$ cat src/rtl/lin_frame_tx.sv
// LIN master frame sequencer: drives break and delimiter on the line directly, then hands
// sync, PID, data and checksum bytes to an external byte transmitter one at a time.
module lin_frame_tx #(
  parameter logic [15:0] BIT_DIV    = 16'd5208,
  parameter int unsigned BREAK_BITS = 13
) (
  input  logic        clk,
  input  logic        rst,
  input  logic        start,
  input  logic [5:0]  frame_id,
  input  logic [3:0]  data_len,
  input  logic [63:0] data,
  input  logic        enhanced,
  output logic        bypass,
  output logic        bypass_data,
  output logic        updata_point,
  output logic        tx_data_req,
  output logic [7:0]  tx_data,
  input  logic        tx_data_ack,
  input  logic        tx_data_err,
  output logic        busy,
  output logic        done,
  output logic        frame_err
);

  typedef enum logic [2:0] {
    StIdle, StBreak, StDelim, StSync, StPid, StData, StCsum, StDone
  } state_e;

  localparam logic [4:0]  BRK_LAST = 5'(BREAK_BITS - 1);
  localparam logic [15:0] BIT_LAST = BIT_DIV - 16'd1;

  state_e      r_state;
  logic [15:0] r_timer;
  logic [4:0]  r_brk;
  logic [2:0]  r_idx;
  logic [7:0]  r_csum;
  logic [5:0]  r_id;
  logic [3:0]  r_len;
  logic [63:0] r_data;
  logic        r_enh;
  logic        r_tx_data_req;
  logic [7:0]  r_tx_data;
  logic        r_frame_err;

  state_e      w_state_d;
  logic [15:0] w_timer_d;
  logic [4:0]  w_brk_d;
  logic [2:0]  w_idx_d;
  logic [2:0]  w_idx_nxt;
  logic        w_req_d;
  logic [7:0]  w_tx_data_d;
  logic        w_fe_d;
  logic        w_cap;
  logic        w_in_frame;
  logic        w_upd;
  logic        w_ack;
  logic [7:0]  w_pid;
  logic [8:0]  w_sum9;
  logic [7:0]  w_csum_add;

  assign w_in_frame = (r_state != StIdle) && (r_state != StDone);
  assign w_upd      = w_in_frame && (r_timer == BIT_LAST);
  // A still-high ack from the previous byte is stale during the load cycle.
  assign w_ack      = tx_data_ack && !r_tx_data_req;
  assign w_idx_nxt  = r_idx + 3'd1;
  assign w_pid      = {~(r_id[1] ^ r_id[3] ^ r_id[4] ^ r_id[5]),
                       r_id[0] ^ r_id[1] ^ r_id[2] ^ r_id[4], r_id};
  assign w_sum9     = {1'b0, r_csum} + {1'b0, r_tx_data};
  assign w_csum_add = w_sum9[7:0] + {7'd0, w_sum9[8]};

  always_comb begin
    w_state_d   = r_state;
    w_brk_d     = r_brk;
    w_idx_d     = r_idx;
    w_req_d     = 1'b0;
    w_tx_data_d = r_tx_data;
    w_fe_d      = r_frame_err;
    w_cap       = 1'b0;
    unique case (r_state)
      StIdle: begin
        if (start) begin
          w_state_d = StBreak;
          w_cap     = 1'b1;
          w_brk_d   = 5'd0;
          w_fe_d    = 1'b0;
        end
      end
      StBreak: begin
        if (w_upd) begin
          if (r_brk == BRK_LAST) w_state_d = StDelim;
          else                   w_brk_d   = r_brk + 5'd1;
        end
      end
      StDelim: begin
        if (w_upd) begin
          w_state_d   = StSync;
          w_req_d     = 1'b1;
          w_tx_data_d = 8'h55;
        end
      end
      StSync: begin
        if (w_ack) begin
          w_state_d   = StPid;
          w_req_d     = 1'b1;
          w_tx_data_d = w_pid;
        end
      end
      StPid: begin
        if (w_ack) begin
          if (r_len != 4'd0) begin
            w_state_d   = StData;
            w_req_d     = 1'b1;
            w_idx_d     = 3'd0;
            w_tx_data_d = r_data[7:0];
          end else begin
            w_state_d = StDone;
          end
        end
      end
      StData: begin
        if (w_ack) begin
          w_req_d = 1'b1;
          if ({1'b0, r_idx} == r_len - 4'd1) begin
            w_state_d   = StCsum;
            w_tx_data_d = ~r_csum;
          end else begin
            w_idx_d     = w_idx_nxt;
            w_tx_data_d = r_data[{w_idx_nxt, 3'b000} +: 8];
          end
        end
      end
      StCsum: begin
        if (w_ack) w_state_d = StDone;
      end
      StDone:  w_state_d = StIdle;
      default: w_state_d = StIdle;
    endcase
    if (w_in_frame && tx_data_err) begin
      w_state_d   = StDone;
      w_req_d     = 1'b0;
      w_tx_data_d = r_tx_data;
      w_fe_d      = 1'b1;
    end
  end

  always_comb begin
    if (r_state == StIdle || w_state_d == StIdle || w_req_d) w_timer_d = 16'd0;
    else if (r_timer == BIT_LAST)                            w_timer_d = 16'd0;
    else                                                     w_timer_d = r_timer + 16'd1;
  end

  always_ff @(posedge clk or posedge rst) begin
    if (rst) begin
      r_state       <= StIdle;
      r_timer       <= 16'd0;
      r_brk         <= 5'd0;
      r_idx         <= 3'd0;
      r_csum        <= 8'd0;
      r_id          <= 6'd0;
      r_len         <= 4'd0;
      r_data        <= 64'd0;
      r_enh         <= 1'b0;
      r_tx_data_req <= 1'b0;
      r_tx_data     <= 8'h00;
      r_frame_err   <= 1'b0;
    end else begin
      r_state       <= w_state_d;
      r_timer       <= w_timer_d;
      r_brk         <= w_brk_d;
      r_idx         <= w_idx_d;
      r_tx_data_req <= w_req_d;
      r_tx_data     <= w_tx_data_d;
      r_frame_err   <= w_fe_d;
      if (w_cap) begin
        r_id   <= frame_id;
        r_len  <= (data_len > 4'd8) ? 4'd8 : data_len;
        r_data <= data;
        r_enh  <= enhanced;
        r_csum <= 8'd0;
      end else if (r_tx_data_req && (r_state == StData || (r_state == StPid && r_enh))) begin
        r_csum <= w_csum_add;
      end
    end
  end

  assign bypass       = !(r_state inside {StSync, StPid, StData, StCsum});
  assign bypass_data  = (r_state != StBreak);
  assign updata_point = w_upd;
  assign tx_data_req  = r_tx_data_req;
  assign tx_data      = r_tx_data;
  assign busy         = (r_state != StIdle);
  assign done         = (r_state == StDone);
  assign frame_err    = r_frame_err;

endmodule
$ cat config.mk
export PLATFORM = sky130hd
export DESIGN_NAME = lin_frame_tx
export DESIGN_NICKNAME = d
export VERILOG_FILES = /design/src/rtl/lin_frame_tx.sv
export SDC_FILE = /design/constraint.sdc
export NUM_CORES = 1
export LEC_CHECK = 0
export CAP_MARGIN = 40
export CORE_AREA = 2 2 123 125
export DETAILED_ROUTE_END_ITERATION = 12
export DIE_AREA = 0 0 125 127
export PLACE_DENSITY = 0.79
export SLEW_MARGIN = 10
export SYNTH_ARGS = -nofsm -noshare
export SYNTH_HDL_FRONTEND = slang
export SYNTH_SLANG_ARGS = --single-unit
$ cat constraint.sdc
create_clock -name clk -period 12.4 [get_ports clk]
set_input_delay 2.48 -clock clk [delete_from_list [all_inputs] [get_ports clk]]
set_output_delay 2.48 -clock clk [all_outputs]
set_load 0.05 [all_outputs]
==> results of run 1 <==
power by group through the flow:
stage / clock (mW) / sequential, mW / combinational [mW]
5_1_grt: 0.539 / 0.705 / 1.07
6_report: 0.516 / 0.686 / 0.971
2_1_floorplan: 0 / 0.663 / 0.721
4_1_cts: 0.520 / 0.683 / 0.971
3_5_place_dp: 0 / 0.688 / 0.956
3_3_place_gp: 0 / 0.688 / 0.905
sequential cells by signal, summed over array words and instances (netlist names):
signal	cells
tx_data	8
r_enh	1
frame_err	1
r_id	6
r_brk	5
r_len	4
r_idx	3
r_csum	8
tx_data_req	1
r_state	3
r_data	64
r_timer	16
metrics by stage:
stage | hold WS (ps) | total power, mW | instance area, um2 | std cells
2_1_floorplan | 440 | 1.38 | 6470 | 712
3_3_place_gp | 454 | 1.59 | 7530 | 960
3_5_place_dp | 458 | 1.64 | 7600 | 963
4_1_cts | 473 | 2.17 | 8210 | 995
5_1_grt | 482 | 2.32 | 8210 | 995
6_report | 466 | 2.17 | 8210 | 995
worst max-delay path, cell delays in order, from the launching register on:
cell and delay [ps]:
dfrtp_1 590, clkinv_1 360, nor2_1 690, a21oi_1 170, clkdlybuf4s50_1 750
per-layer routing:
layer  vias to the layer above  global-route usage [%]  wire length, um
met3                        25                    4.69              920
met1                      2569                    27.8             7150
met4                         0                    7.71              313
met5                         -                       0                0
li1                       2602                       -                -
met2                       189                    32.8             7370
cells in the mapped netlist (7+ instances only):
cell type / instances
xor2_1: 15
a21oi_1: 10
clkbuf_1: 27
inv_1: 21
o21ai_0: 21
nor2_1: 27
mux2_2: 8
ha_1: 20
nand2_1: 261
xnor2_1: 16
a22o_1: 9
mux4_2: 16
nor3_1: 22
nand3_1: 21
a31oi_1: 7
and3_1: 7
dfrtp_1: 120
kinds of logic after synthesis:
| group | Yosys count |
|---|---|
| flip-flops | 120 |
| buffers and inverters | 56 |
| AO/OA/AOI/OAI | 82 |
| AND/OR/NAND/NOR | 375 |
| multiplexers | 25 |
| XOR/XNOR | 33 |
| adder cells (fa/ha/maj) | 21 |
worst max path at each step:
stage / to / startpoint / slack (ps)
detailed placement: updata_point / r_timer[5] / 7420
CTS: updata_point / r_timer[5] / 6980
global route: bypass / r_state[1] / 6800
global placement: updata_point / r_timer[5] / 7420
finish: bypass / r_state[1] / 6940
floorplan: frame_err / rst / 6730
layout make-up:
type                       instances  area (um2)
timing repair buffer             100        1030
multi-input combinational        536        3240
tap                              184         230
inverter                          23        88.8
fill                            1244        6210
sequential                       120        3000
clock inverter                    11         171
clock buffer                      21         440
==> impl_metrics.py, run 1 <==
metrics = {
    "worst_hold_path": {
        "worstHoldStart": "r_data[31]",
        "min_path_cells": 2,
        "hold_class": "reg2reg",
        "min_to": "r_data[31]",
    },
    "setup_path": {
        "start_kind": "flop",
        "worstPathMaxFanout": 13,
        "reg2reg_to": "r_timer[8]",
        "r2r_cells": 9,
        "r2r-start": "r_len[0]",
        "setup.worst_path.end_class": "primary output",
        "rrSetupSlack_ps": 8830,
        "crit_required_ps": 9920,
        "worst_ep_arrival_time_ps": 2980,
        "critPathKind": "reg2out",
    },
    "clock_tree": {
        "clk_pin_slew_ps": 50,
        "htreeDepth": 4,
        "cts_tree": "done",
        "cts_buffer_depth": 2,
        "holdBufCountCts": 0,
        "numCtsBuffers": 17,
        "cts_root_buf": "clkbuf_16",
        "clkSinkCount": 120,
        "cts_setup_buffers": 0,
        "cts-resized-gates": 0,
        "clk_latency_ps": 410,
    },
    "route": {
        "drc_errors": 0,
        "wirelength_um": 15800,
        "routedWlPerCell_um": 15.8,
        "vias": 5385,
        "vias_per_cell": 5.41,
        "drtPass1Iterations": 5,
        "ant_nets": 0,
        "drt_iter0_markers": 509,
    },
    "pwr": {
        "pwr-share-comb_pct": 44.7,
        "power.leakage_nw": 3.80,
        "intPower_mw": 1.33,
        "p_sw_uw": 842,
        "seqPwrFrac_pct": 31.6,
        "ir_worst_vdd_mv": 0.125,
        "pwr-share-clk_pct": 23.7,
        "swShare_pct": 38.7,
        "power_density_nw_per_um2": 265,
    },
    "global_route": {
        "grt_pass1_vias": 5314,
        "gr-total-overflow": 0,
        "grtUsageTotal_pct": 20.6,
        "grt_pass1_wl_um": 26200,
        "grt_start_max_net_pins": 76,
        "antenna_found_initial": 0,
    },
    "synth": {
        "synth_area_um2": 6470,
        "synthAdderAreaFrac_pct": 4.18,
        "ys_seq_area_share_pct": 46.4,
        "synth_edf_count": 0,
        "synthMuxAreaShare_pct": 7.12,
        "synth_simple_gate_area_share_pct": 24.8,
        "synth_top_area_share_pct": 46.4,
        "synth_compound_area_share_pct": 9.09,
        "synth-async-reset-ratio_pct": 100,
        "syn_inst": 712,
        "synth_top_family_by_area": "simple AND/OR/NAND/NOR gates",
        "synth_area_per_cell_um2": 9.09,
        "synth_warnings": 0,
        "ys_ff_latch": 120,
        "syn_nets": 813,
        "synth-xor-area-share_pct": 4.91,
        "yosysTopAreaCell": "dfrtp_1",
        "netlist_top_cells_area": "dfrtp_1 (46%), nand2_1 (15%), mux4_2 (5.6%)",
        "ys_dominant_reg_cell": "dfrtp_1",
        "synthDistinctLibCells": 63,
    },
    "floorplanning": {
        "start_util_pct": 44.9,
        "dieHeight_um": 127,
        "num_rows": 44,
        "die_x_um": 125,
        "dieArea_um2": 15900,
        "coreArea_um2": 14400,
        "io_pins": 95,
    },
    "timing": {
        "fin_ws_ps": 6940,
        "setup_violations": 0,
        "finalWorstPathRequiredPeriod_ps": 5460,
        "rsz0062_at_grt": "no",
        "post-route-period-util_pct": 44.0,
        "fmax_ghz": 0.183,
        "slew_viol_final": 0,
        "slew_headroom_pct": 46.4,
        "tightest_slew_ps": 801,
        "tns_ps": 0,
        "hold_viol": 0,
        "clock-skew-final_ps": 7.80,
    },
    "final_layout": {
        "final_cell_mix": "nand2_1 (260), dfrtp_1 (120), clkdlybuf4s50_1 (94), nor2_1 (27), nor3_1 (22)",
        "drive_above_1_share_pct": 8.51,
        "diodes": 0,
        "finalCoreUtilization_pct": 56.9,
        "layout_commonest_cell": "nand2_1",
        "syn_to_final_growth_pct": 26.9,
        "nNetsFinal": 899,
    },
    "placement": {
        "place_ws_ps": 7420,
        "gp_congestion": 0.912,
        "io_buffers": 94,
        "post-dp-hpwl_um": 11200,
    },
    "flow_run": {
        "cap_violations": 0,
    },
    "run_status": {
        "status": "completed",
    },
}
Power figures use the tool's default switching activity.
==> run 2: changes to the inputs <==
clock period = 5.2 ns   (was 12.4 ns; I/O delays follow)
==> run 2 against run 1 <==
Global-route usage fell by 0.13 points. Core utilization about the same. Register-to-register slack worse by 6900 ps. Hold slack about the same. Clock-buffer cell count is 3 lower. Worst setup slack lost 5800 ps. Final area barely moved. Power increased by 140%. Largest cell class unchanged. Via count up 0.61%. Cell count grew 0.10%. Combinational power grew 140%. Sequential power increased by 140%.
==> impl_metrics.py, run 2 (synthesized netlist as in run 1, its figures left out) <==
metrics = {
    "run_status": {
        "status": "completed",
    },
    "route": {
        "drt_iter0_markers": 358,
        "wirelength_um": 15700,
        "routedWlPerCell_um": 15.8,
        "ant_nets": 0,
        "drc_errors": 0,
        "drtPass1Iterations": 5,
        "vias": 5418,
        "vias_per_cell": 5.44,
    },
    "setup_path": {
        "slowest_stage": "clkdlybuf4s50_1",
        "rrSetupSlack_ps": 1950,
        "setup.worst_path.end_class": "primary output",
        "crit_required_ps": 4160,
        "cpPeakStageDelay_ps": 840,
        "worst_ep_arrival_time_ps": 3010,
        "reg2reg_to": "r_timer[15]",
        "r2r_cells": 9,
        "start_kind": "flop",
        "critPathKind": "reg2out",
        "r2r-start": "r_state[1]",
        "worstPathMaxFanout": 8,
        "path_cells": "or4b_1 > or4_1 > nor3_1 > clkdlybuf4s50_1",
    },
    "placement": {
        "place_ws_ps": 1600,
        "gp_congestion": 0.923,
        "io_buffers": 94,
        "post-dp-hpwl_um": 11200,
    },
    "pwr": {
        "intPower_mw": 3.15,
        "pwr-share-clk_pct": 23.7,
        "p_sw_mw": 2.03,
        "swShare_pct": 39.2,
        "ir_worst_vdd_mv": 0.257,
        "seqPwrFrac_pct": 31.4,
        "power.leakage_nw": 3.81,
        "pwr-share-comb_pct": 44.9,
        "power_density_nw_per_um2": 631,
    },
    "global_route": {
        "gr-total-overflow": 0,
        "grt_start_max_net_pins": 75,
        "grtUsageTotal_pct": 20.4,
        "antenna_found_initial": 0,
        "grt_pass1_wl_um": 26100,
        "grt_pass1_vias": 5241,
    },
    "clock_tree": {
        "clk_latency_ps": 420,
        "cts_tree": "done",
        "cts-resized-gates": 0,
        "cts_setup_buffers": 0,
        "clkSinkCount": 120,
        "clk_pin_slew_ps": 60,
        "cts_buffer_depth": 2,
        "holdBufCountCts": 0,
        "htreeDepth": 4,
        "numCtsBuffers": 17,
        "cts_root_buf": "clkbuf_16",
    },
    "floorplanning": {
        "dieArea_um2": 15900,
        "start_util_pct": 44.9,
        "num_rows": 44,
        "io_pins": 95,
        "die_x_um": 125,
        "coreArea_um2": 14400,
        "dieHeight_um": 127,
    },
    "timing": {
        "slew_viol_final": 0,
        "clock-skew-final_ps": 6.05,
        "setup_violations": 0,
        "rsz0062_at_grt": "no",
        "slew_headroom_pct": 45.5,
        "finalWorstPathRequiredPeriod_ps": 4050,
        "whs_ps": 466,
        "tns_ps": 0,
        "tightest_slew_ps": 814,
        "hold_viol": 0,
        "post-route-period-util_pct": 77.8,
        "fin_ws_ps": 1150,
        "fmax_ghz": 0.247,
    },
    "worst_hold_path": {
        "min_to": "r_data[23]",
        "min_path_cells": 2,
        "hold_class": "reg2reg",
        "worstHoldStart": "r_data[23]",
    },
    "final_layout": {
        "drive_above_1_share_pct": 9.11,
        "syn_to_final_growth_pct": 26.8,
        "nNetsFinal": 900,
        "reg_top3": "r_data x64, r_timer x16",
        "final_cell_mix": "nand2_1 (260), dfrtp_1 (120), clkdlybuf4s50_1 (94), nor2_1 (27), nor3_1 (22)",
        "fillers": 1178,
        "layout_commonest_cell": "nand2_1",
        "largest-register": "r_data",
        "largest_reg_flops": 64,
        "diodes": 0,
    },
    "flow_run": {
        "cap_violations": 0,
    },
}
run 2: critical path, delay by kind of cell, from the launching register on:
family	cells	cell delay (ps)
DFF	1	420
buffers and inverters	1	840
and+or+nand+nor	3	1330
run 2: power by group through the flow:
stage | clock [mW] | combinational [mW] | sequential [mW]
floorplan | 0 | 1.72 | 1.58
global placement | 0 | 2.20 | 1.61
detailed placement | 0 | 2.29 | 1.63
CTS | 1.24 | 2.32 | 1.62
global route | 1.29 | 2.57 | 1.67
finish | 1.23 | 2.33 | 1.62
run 2: how the worst max path moves through the flow:
stage | start | endpoint | slack [ps] | depth (start not counted)
5_1_grt | r_state[1] | bypass | 1010 | 4
4_1_cts | r_timer[7] | updata_point | 1150 | 4
2_1_floorplan | rst | frame_err | 970 | 1
6_report | r_timer[5] | updata_point | 1150 | 4
3_3_place_gp | r_timer[5] | updata_point | 1670 | 4
3_5_place_dp | r_timer[7] | updata_point | 1600 | 4
run 2: metal layers:
metal	vias up	part of all wire, %	routed length, um	track usage [%]
li1	2610	-	-	-
met1	2586	46	7200	27.9
met2	197	46	7270	32.2
met3	25	5.9	933	4.82
met4	0	1.9	304	7.39
met5	-	0	0	0
run 2: cell type report:
cell class	count	area, um2	area share, %
inverters	23	88.8	1.08
well taps	184	230	2.81
clock buffers	18	439	5.35
clock inverters	14	188	2.29
repair buffers	101	1010	12.4
multi-input cells	536	3240	39.5
flip-flops and latches	120	3000	36.6
run 2: per-stage QoR:
stage,power [mW],instance area [um2],cells,utilization (%)
final,5.18,8210,996,56.9
after global routing,5.52,8210,996,56.9
after CTS,5.18,8210,996,56.9
after detailed placement,3.92,7580,964,52.5
after global placement,3.82,7550,963,52.4
after floorplan,3.30,6470,712,-
==> run 3: changes to the inputs <==
PLACE_DENSITY = 0.81   (was 0.79)
clock period = 3.51 ns   (was 5.2 ns; I/O delays follow)
==> run 3 against run 2 <==
Clock-buffer cell count is 4 higher. Flip-flop and latch count stayed put. Routed wire length is 1.8% higher. Die area stayed put. Core utilization hardly changed. Clock power is 41% higher. Critical path depth stayed put. Critical path type unchanged. Largest power group unchanged.
==> impl_metrics.py, run 3 (synthesized netlist as in run 1, its figures left out) <==
metrics = {
    "floorplanning": {
        "num_rows": 44,
        "start_util_pct": 44.9,
        "coreArea_um2": 14400,
        "die_x_um": 125,
        "dieArea_um2": 15900,
        "dieHeight_um": 127,
        "io_pins": 95,
    },
    "final_layout": {
        "syn_to_final_growth_pct": 26.9,
        "nNetsFinal": 906,
        "final_cell_mix": "nand2_1 (260), dfrtp_1 (120), clkdlybuf4s50_1 (93), nor2_1 (27), nor3_1 (22)",
        "layout_commonest_cell": "nand2_1",
        "reg_top3": "r_data x64, r_timer x16",
        "largest_reg_flops": 64,
        "finalCoreUtilization_pct": 56.9,
        "stdcell_count": 1002,
        "final_cell_area_um2": 8210,
        "drive_above_1_share_pct": 9.66,
        "largest-register": "r_data",
        "diodes": 0,
    },
    "route": {
        "wl_met1_um": 7210,
        "vias_per_cell": 5.50,
        "vias": 5516,
        "drc_errors": 0,
        "routedWlPerCell_um": 16.0,
        "wl_met2_um": 7560,
        "drt_iter0_markers": 483,
        "top_layer_used": "met4",
        "drtPass1Iterations": 7,
        "wirelength_um": 16000,
        "ant_nets": 0,
        "met3_length_um": 946,
    },
    "placement": {
        "io_buffers": 94,
        "place_ws_ps": 336,
        "dpl.cell_count": 970,
        "gp_congestion": 0.946,
        "placed_area_um2": 7610,
        "post-dp-hpwl_um": 11200,
    },
    "setup_path": {
        "critical_path.top_delay_family": "buffers and inverters",
        "crit_required_ps": 2810,
        "critPathKind": "reg2out",
        "worstPathMaxFanout": 13,
        "cp_num_buf_inv": 2,
        "slowest_stage": "clkdlybuf4s50_1",
        "setup.worst_path.end_class": "primary output",
        "worst_ep_arrival_time_ps": 2630,
        "path_cells": "clkinv_1 > nor2_1 > a21oi_1 > clkdlybuf4s50_1",
        "r2r_cells": 13,
        "start_kind": "flop",
        "cp.depth": 4,
        "cpPeakStageDelay_ps": 740,
    },
    "clock_tree": {
        "cts_tree": "done",
        "clk_latency_ps": 420,
        "htreeDepth": 4,
        "cts_buffer_depth": 2,
        "clkSinkCount": 120,
        "cts_root_buf": "clkbuf_16",
        "cts-resized-gates": 0,
        "numCtsBuffers": 17,
        "cts_setup_buffers": 0,
        "clk_pin_slew_ps": 60,
        "holdBufCountCts": 0,
    },
    "timing": {
        "tns_ps": 0,
        "tightest_slew_ps": 743,
        "whs_ps": 470,
        "clock-skew-final_ps": 7.04,
        "setup_violations": 0,
        "fmax_ghz": 0.301,
        "rsz0062_at_grt": "no",
        "post-route-period-util_pct": 94.8,
        "hold_viol": 0,
        "slew_viol_final": 0,
        "slew_headroom_pct": 50.5,
        "finalWorstPathRequiredPeriod_ps": 3330,
        "fin_ws_ps": 183,
    },
    "flow_run": {
        "cap_violations": 0,
    },
    "pwr": {
        "intPower_mw": 4.63,
        "ir_worst_vdd_mv": 0.532,
        "swShare_pct": 39.4,
        "pwr-share-comb_pct": 46.3,
        "power_density_nw_per_um2": 930,
        "p_sw_mw": 3.01,
        "power_mw": 7.63,
        "seqPwrFrac_pct": 30.9,
        "power.leakage_nw": 3.81,
        "pwr-share-clk_pct": 22.7,
    },
    "global_route": {
        "grtUsageTotal_pct": 21.1,
        "gr-total-overflow": 0,
        "grt_pass1_vias": 5430,
        "antenna_found_initial": 0,
        "grt_pass1_wl_um": 27000,
        "grt_start_max_net_pins": 121,
    },
    "run_status": {
        "status": "completed",
    },
    "worst_hold_path": {
        "hold_class": "reg2reg",
        "min_path_cells": 2,
    },
}
run 3: cell count changes in the layout (fill, tap and decap cells not counted), sizes merged:
cell / delta
buf: +7
inv: -5
clkbuf: +4
clkinvlp: +3
bufinv: -1
clkdlybuf4s50: -1
clkinv: -1
run 3: area by class of cell:
| class | count | area [um2] |
|---|---|---|
| clock buffer | 22 | 474 |
| clock inverter | 10 | 119 |
| fill | 1252 | 6220 |
| inverter | 23 | 90.1 |
| multi-input combinational | 536 | 3240 |
| sequential | 120 | 3000 |
| tap | 184 | 230 |
| timing repair buffer | 107 | 1050 |
run 3: final timing paths:
path,start,slack [ps],end
max,r_state[1],180,bypass
min,r_data[31],470,r_data[31]
max reg2reg,tx_data[0],260,r_csum[7]
min reg2reg,r_data[31],470,r_data[31]
max in group asynchronous,rst,2200,r_timer[10]
min in group asynchronous,rst,790,r_data[39]
run 3: worst reg2reg max path: stages, from the launching register on:
cell,delay [ps]
dfrtp_1,380
ha_1,210
fa_1,220
nand3_1,100
a21oi_1,220
o221ai_1,200
nand2b_1,110
a21o_1,120
ha_1,180
nand3_1,110
or3_1,370
nor4b_1,410
xnor3_1,270
a22o_1,230
run 3: layer usage:
| layer | GRT usage, % | vias to the layer above |
|---|---|---|
| li1 | - | 2614 |
| met1 | 28.9 | 2678 |
| met2 | 33.2 | 193 |
| met3 | 5.36 | 31 |
| met4 | 7.12 | 0 |
| met5 | 0 | - |
run 3: power groups by stage:
stage,Sequential (mW),Combinational [mW],Clock [mW]
global placement,2.33,3.44,0
finish,2.36,3.54,1.74
global route,2.43,3.92,1.82
detailed placement,2.37,3.49,0
CTS,2.35,3.53,1.76
floorplan,2.34,2.55,0
